===== src/rtl/ncca_seq_mul_ctrl.sv =====
// Sequencing controller for the nibble-partitioned 8x8 approximate multiplier.
// One shared 4x4 sub-multiplier slot is stepped across LL, LH, HL, HH and accumulated.
module ncca_seq_mul_ctrl #(
    parameter bit SKIP_ZERO = 1'b1,
    parameter bit SAT       = 1'b0
) (
    input  logic        clk,
    input  logic        rst_n,
    input  logic        in_valid,
    output logic        in_ready,
    input  logic [7:0]  a,
    input  logic [7:0]  b,
    output logic [3:0]  sub_a,
    output logic [3:0]  sub_b,
    output logic [1:0]  sub_sel,
    input  logic [7:0]  sub_prod,
    output logic        out_valid,
    input  logic        out_ready,
    output logic [15:0] prod,
    output logic        ovf
);

    // state  | meaning
    // IDLE   | waiting for an operand pair, in_ready=1
    // MUL    | one issued quadrant per cycle, accumulating sub_prod
    // DONE   | result presented, waiting for out_ready
    typedef enum logic [1:0] {
        S_IDLE = 2'd0,
        S_MUL  = 2'd1,
        S_DONE = 2'd2
    } state_t;

    state_t      state, state_nxt;
    logic [1:0]  quad, quad_nxt;
    logic [7:0]  a_r, b_r;
    logic [16:0] acc;
    logic [16:0] pp_sh;
    logic [15:0] prod_r, prod_fin;
    logic        ovf_r;
    logic        accept;
    logic [3:0]  mask_in, mask_r;
    logic [2:0]  first_in, first_nxt;

    // Bit q set means quadrant q is issued to the shared slot.
    function automatic logic [3:0] issue_mask(input logic [7:0] x, input logic [7:0] y);
        logic [3:0] m;
        m[0] = !SKIP_ZERO || ((x[3:0] != 4'd0) && (y[3:0] != 4'd0));
        m[1] = !SKIP_ZERO || ((x[3:0] != 4'd0) && (y[7:4] != 4'd0));
        m[2] = !SKIP_ZERO || ((x[7:4] != 4'd0) && (y[3:0] != 4'd0));
        m[3] = !SKIP_ZERO || ((x[7:4] != 4'd0) && (y[7:4] != 4'd0));
        return m;
    endfunction

    // Returns {found, index} of the lowest issued quadrant at or above start.
    function automatic logic [2:0] first_from(input logic [3:0] m, input logic [2:0] start);
        logic [2:0] r;
        r = 3'b000;
        for (int i = 3; i >= 0; i--) begin
            if (m[i] && (3'(i) >= start)) begin
                r = {1'b1, 2'(i)};
            end
        end
        return r;
    endfunction

    assign mask_in   = issue_mask(a, b);
    assign mask_r    = issue_mask(a_r, b_r);
    assign first_in  = first_from(mask_in, 3'd0);
    assign first_nxt = first_from(mask_r, {1'b0, quad} + 3'd1);

    always_comb begin
        state_nxt = state;
        quad_nxt  = quad;
        accept    = 1'b0;
        case (state)
            S_IDLE: begin
                if (in_valid) begin
                    accept = 1'b1;
                    if (first_in[2]) begin
                        state_nxt = S_MUL;
                        quad_nxt  = first_in[1:0];
                    end else begin
                        state_nxt = S_DONE;
                        quad_nxt  = 2'd0;
                    end
                end
            end
            S_MUL: begin
                if (first_nxt[2]) begin
                    quad_nxt = first_nxt[1:0];
                end else begin
                    state_nxt = S_DONE;
                    quad_nxt  = 2'd0;
                end
            end
            S_DONE: begin
                if (out_ready) begin
                    state_nxt = S_IDLE;
                end
            end
            default: begin
                state_nxt = S_IDLE;
                quad_nxt  = 2'd0;
            end
        endcase
    end

    always_comb begin
        case (quad)
            2'd0:    pp_sh = {9'd0, sub_prod};
            2'd3:    pp_sh = {1'b0, sub_prod, 8'd0};
            default: pp_sh = {5'd0, sub_prod, 4'd0};
        endcase
    end

    always_comb begin
        sub_a   = 4'd0;
        sub_b   = 4'd0;
        sub_sel = 2'd0;
        if (state == S_MUL) begin
            sub_a   = quad[1] ? a_r[7:4] : a_r[3:0];
            sub_b   = quad[0] ? b_r[7:4] : b_r[3:0];
            sub_sel = quad;
        end
    end

    assign prod_fin  = (SAT && acc[16]) ? 16'hFFFF : acc[15:0];
    assign in_ready  = (state == S_IDLE);
    assign out_valid = (state == S_DONE);
    // acc is frozen in DONE, so the live value is the result; afterwards the last result is held.
    assign prod      = (state == S_DONE) ? prod_fin : prod_r;
    assign ovf       = (state == S_DONE) ? acc[16]  : ovf_r;

    always_ff @(posedge clk) begin
        if (!rst_n) begin
            state  <= S_IDLE;
            quad   <= 2'd0;
            a_r    <= 8'd0;
            b_r    <= 8'd0;
            acc    <= 17'd0;
            prod_r <= 16'd0;
            ovf_r  <= 1'b0;
        end else begin
            state <= state_nxt;
            quad  <= quad_nxt;
            if (accept) begin
                a_r <= a;
                b_r <= b;
                acc <= 17'd0;
            end else if (state == S_MUL) begin
                acc <= acc + pp_sh;
            end
            if (state == S_DONE) begin
                prod_r <= prod_fin;
                ovf_r  <= acc[16];
            end
        end
    end

endmodule


===== config.mk =====
export PLATFORM = sky130hd
export DESIGN_NAME = ncca_seq_mul_ctrl
export DESIGN_NICKNAME = d
export VERILOG_FILES = /design/src/rtl/ncca_seq_mul_ctrl.sv
export SDC_FILE = /design/constraint.sdc
export NUM_CORES = 1
export LEC_CHECK = 0
export BUFFER_PORTS_ARGS = -buffer_cell sky130_fd_sc_hd__buf_4
export CAP_MARGIN = 40
export CORE_MARGIN = 1
export CORE_UTILIZATION = 50
export DETAILED_ROUTE_END_ITERATION = 7
export PLACE_DENSITY_LB_ADDON = 0.05
export REMOVE_ABC_BUFFERS = 1
export SYNTH_ARGS = -nofsm -noshare
export SYNTH_HDL_FRONTEND = slang
export SYNTH_SLANG_ARGS = --single-unit

===== constraint.sdc =====
create_clock -name clk -period 2.9 [get_ports clk]
set_input_delay 0.145 -clock clk [delete_from_list [all_inputs] [get_ports clk]]
set_output_delay 0.145 -clock clk [all_outputs]
set_load 0.05 [all_outputs]

==> impl_metrics.csv <==
group,metric,value,unit
logic_synthesis,async_flop_share,0,%
cells_and_area,syn_to_final_growth,19.9,%
sta,fin_tns_setup,0,ns
worst_setup_path,path_buf_inv,2,
place,hpwl,5960,um
run_status,violations,"DRC",
global_route,grt_remaining_overflow,0,
clock_tree,cts_buffer_depth,2,
place,post_dp_cell_area,3880,um^2
logic_synthesis,synth.distinct_cells,53,
logic_synthesis,syn_area_per_cell,8.17,um^2
drt,finalWirelength,7750,um
cells_and_area,multiInputGateArea,2210,um^2
sta,finalCriticalPeriod,2.74,ns
floorplan,die-width,83.9,um
logic_synthesis,ys_ff_latch,54,
worst_hold_path,hp-class,"input port to register",
drt,drc,6,
drt,first_pass_iters,7,
drt,ant_nets,0,
clock_tree,ctsHoldBuffers,0,
global_route,grt_usage,22.9,%
logic_synthesis,synthFlopType,"dfxtp_1",
global_route,grt_pass1_wl,13000,um
logic_synthesis,synth_edf_count,0,
worst_setup_path,cp_max_fo,16,
logic_synthesis,syn_area,3350,um^2
cells_and_area,mostFrequentLayoutCell,"nand2_1",
logic_synthesis,synth.area.top_cells,"dfxtp_1 32%, nand2_1 9.1%, ha_1 7.8%",
sta,period_share,94.5,%
logic_synthesis,seq_area_frac_synth,32.3,%
clock_tree,cts_sinks,54,
sta,whs,0.0810,ns
floorplan,die_h,83.9,um
floorplan,num_rows,29,
sta,setup_viol,0,
logic_synthesis,yosysTopAreaCellShare,32.3,%
cells_and_area,final_area,4020,um^2
worst_setup_path,path_class,"register to register",
worst_setup_path,cp.required,3.10,ns
clock_tree,cts_resized,0,
logic_synthesis,synth_largest_area_cell,"dfxtp_1",
power,p_per_area,500,nW/um^2
drt,vias_per_cell,5.55,
cells_and_area,seqCellArea,1080,um^2
sta,max-slew-margin-rel,65.9,%
floorplan,start_util,52.2,%
floorplan,die_area,7030,um^2
cells_and_area,layout.nets,517,
global_route,grt_pass1_vias,2844,
sta,clock.fmax,365,MHz
logic_synthesis,syn_inst,410,
worst_setup_path,crit_chain,"inv_1 > ha_1 > buf_4 > nand2_1 > o21ai_0 > ha_1 > a21oi_1 > o21ai_2 > a211o_1 > a2111oi_4 > or4_1 > a21oi_1",
sta,hold_viol_final,0,
cells_and_area,num_antenna_cells,0,
clock_tree,h-tree-depth,2,
clock_tree,cts_tree,"done",
sta,fin_worst_skew,0.0130,ns
worst_setup_path,cp_slowest_cell,"ha_1",
run_status,status,"finished with violations",
place,io_buffers,56,
cells_and_area,nFillCells,564,
clock_tree,numCtsBuffers,5,
worst_setup_path,end_kind,"register",
clock_tree,postCtsSetupBuffers,0,
clock_tree,clkLatencyLatePin,0.32,ns
drt,wl_per_cell,14.2,um
run,cap_violations,0,
sta,tightest_slew,0.512,ns
worst_setup_path,startpoint_type,"register",
worst_setup_path,arrival,2.94,ns
power,leakage,0.00172,uW
drt,vias,3025,
global_route,antenna_found_initial,0,
drt,drt_iter0_markers,161,
sta,drv_slew,0,
cells_and_area,drive_above_1_share,23.5,%
floorplan,core-area,6420,um^2
floorplan,ios,57,
worst_setup_path,slowest_delay,0.39,ns
global_route,grt_max_degree,42,
worst_setup_path,path_delay_family,"compound AO/OA/AOI/OAI gates",
clock_tree,path_clk_slew,0.10,ns
clock_tree,ctsRootBufferMaster,"clkbuf_8",
place,gp_congestion,0.910,
sta,rsz0062_at_grt,"yes",
cells_and_area,final_cell_mix,"81 x nand2_1, 67 x buf_4, 54 x dfxtp_1, 29 x o21ai_0",
logic_synthesis,yosys_warnings,0,
power,ir_worst_vdd,340,uV
-- Yosys cell counts, types with 3 or more instances --
cell type,count
a211oi_1,5
a21boi_0,17
a21o_1,5
a21oi_1,25
a31oi_1,4
and2_1,26
buf_2,6
clkbuf_1,10
dfxtp_1,54
ha_1,21
inv_1,6
mux2_2,17
mux2i_1,9
nand2_1,81
nand2b_1,5
nand3_1,3
nor2_1,27
nor2b_1,3
nor4_1,3
o21ai_0,29
or4_1,5
xnor2_1,8
xor2_1,3
-- metal layers --
layer	global-route usage [%]	up-vias	wire, um	part of all wire [%]
li1	-	1553	-	-
met1	29.1	1380	3660	47
met2	39.8	83	3690	48
met3	3.76	9	296	3.8
met4	6.74	0	104	1.3
met5	0	-	0	0
-- state kept, by name, summed over array words and instances (netlist names) --
register  flops
a_r           8
quad          2
prod_r       16
ovf_r         1
b_r           8
acc          17
state         2
-- logic make-up after synthesis --
kind of cell,after synthesis,synth area share (%)
simple gates,167,24.5
xor+xnor,11,2.88
buf+inv,23,2.80
mux,26,8.40
flops,54,32.3
compound gates,107,20.7
fa+ha+maj,22,8.44
-- final cells by class --
class,instances,share of cell area [%]
multi-input combinational,333,54.9
clock inverter,3,0.997
sequential,54,26.9
timing repair buffer,67,12.5
clock buffer,5,1.71
tap,77,2.40
inverter,6,0.561
-- final timing paths --
| check | end | startpoint | cells after the start | slack (ns) |
|---|---|---|---|---|
| worst max-delay path | acc[16] | quad[0] | 12 | 0.16 |
| worst min register to register | acc[15] | acc[15] | 2 | 0.49 |
| worst min-delay path | a_r[6] | a[6] | 3 | 0.08 |
| worst max register to register | acc[16] | quad[0] | 12 | 0.16 |
-- where the power goes --
group,internal (uW),leakage [uW],switching [uW]
logic,265,0.00122,400
clock network,255,0.0000579,265
registers,785,0.000439,40.4
-- worst min-delay path, delay by kind of cell --
family	cells	cell delay [ns]
buffers and inverters	1	0.11
AO/OA/AOI/OAI	1	0.06
AND/OR/NAND/NOR	1	0.04
-- metrics by stage --
step | total power [uW] | instances | worst slack [ns] | utilization [%]
final | 2010 | 545 | 0.160 | 62.6
after global routing | 2130 | 545 | -0.0545 | 62.6
after CTS | 2020 | 545 | 0.0616 | 62.1
after detailed placement | 1500 | 537 | 0.0872 | 60.4
after global placement | 1490 | 537 | 0.156 | 60.4
after floorplan | 1290 | 393 | -0.270 | -
Power figures use the tool's default switching activity.
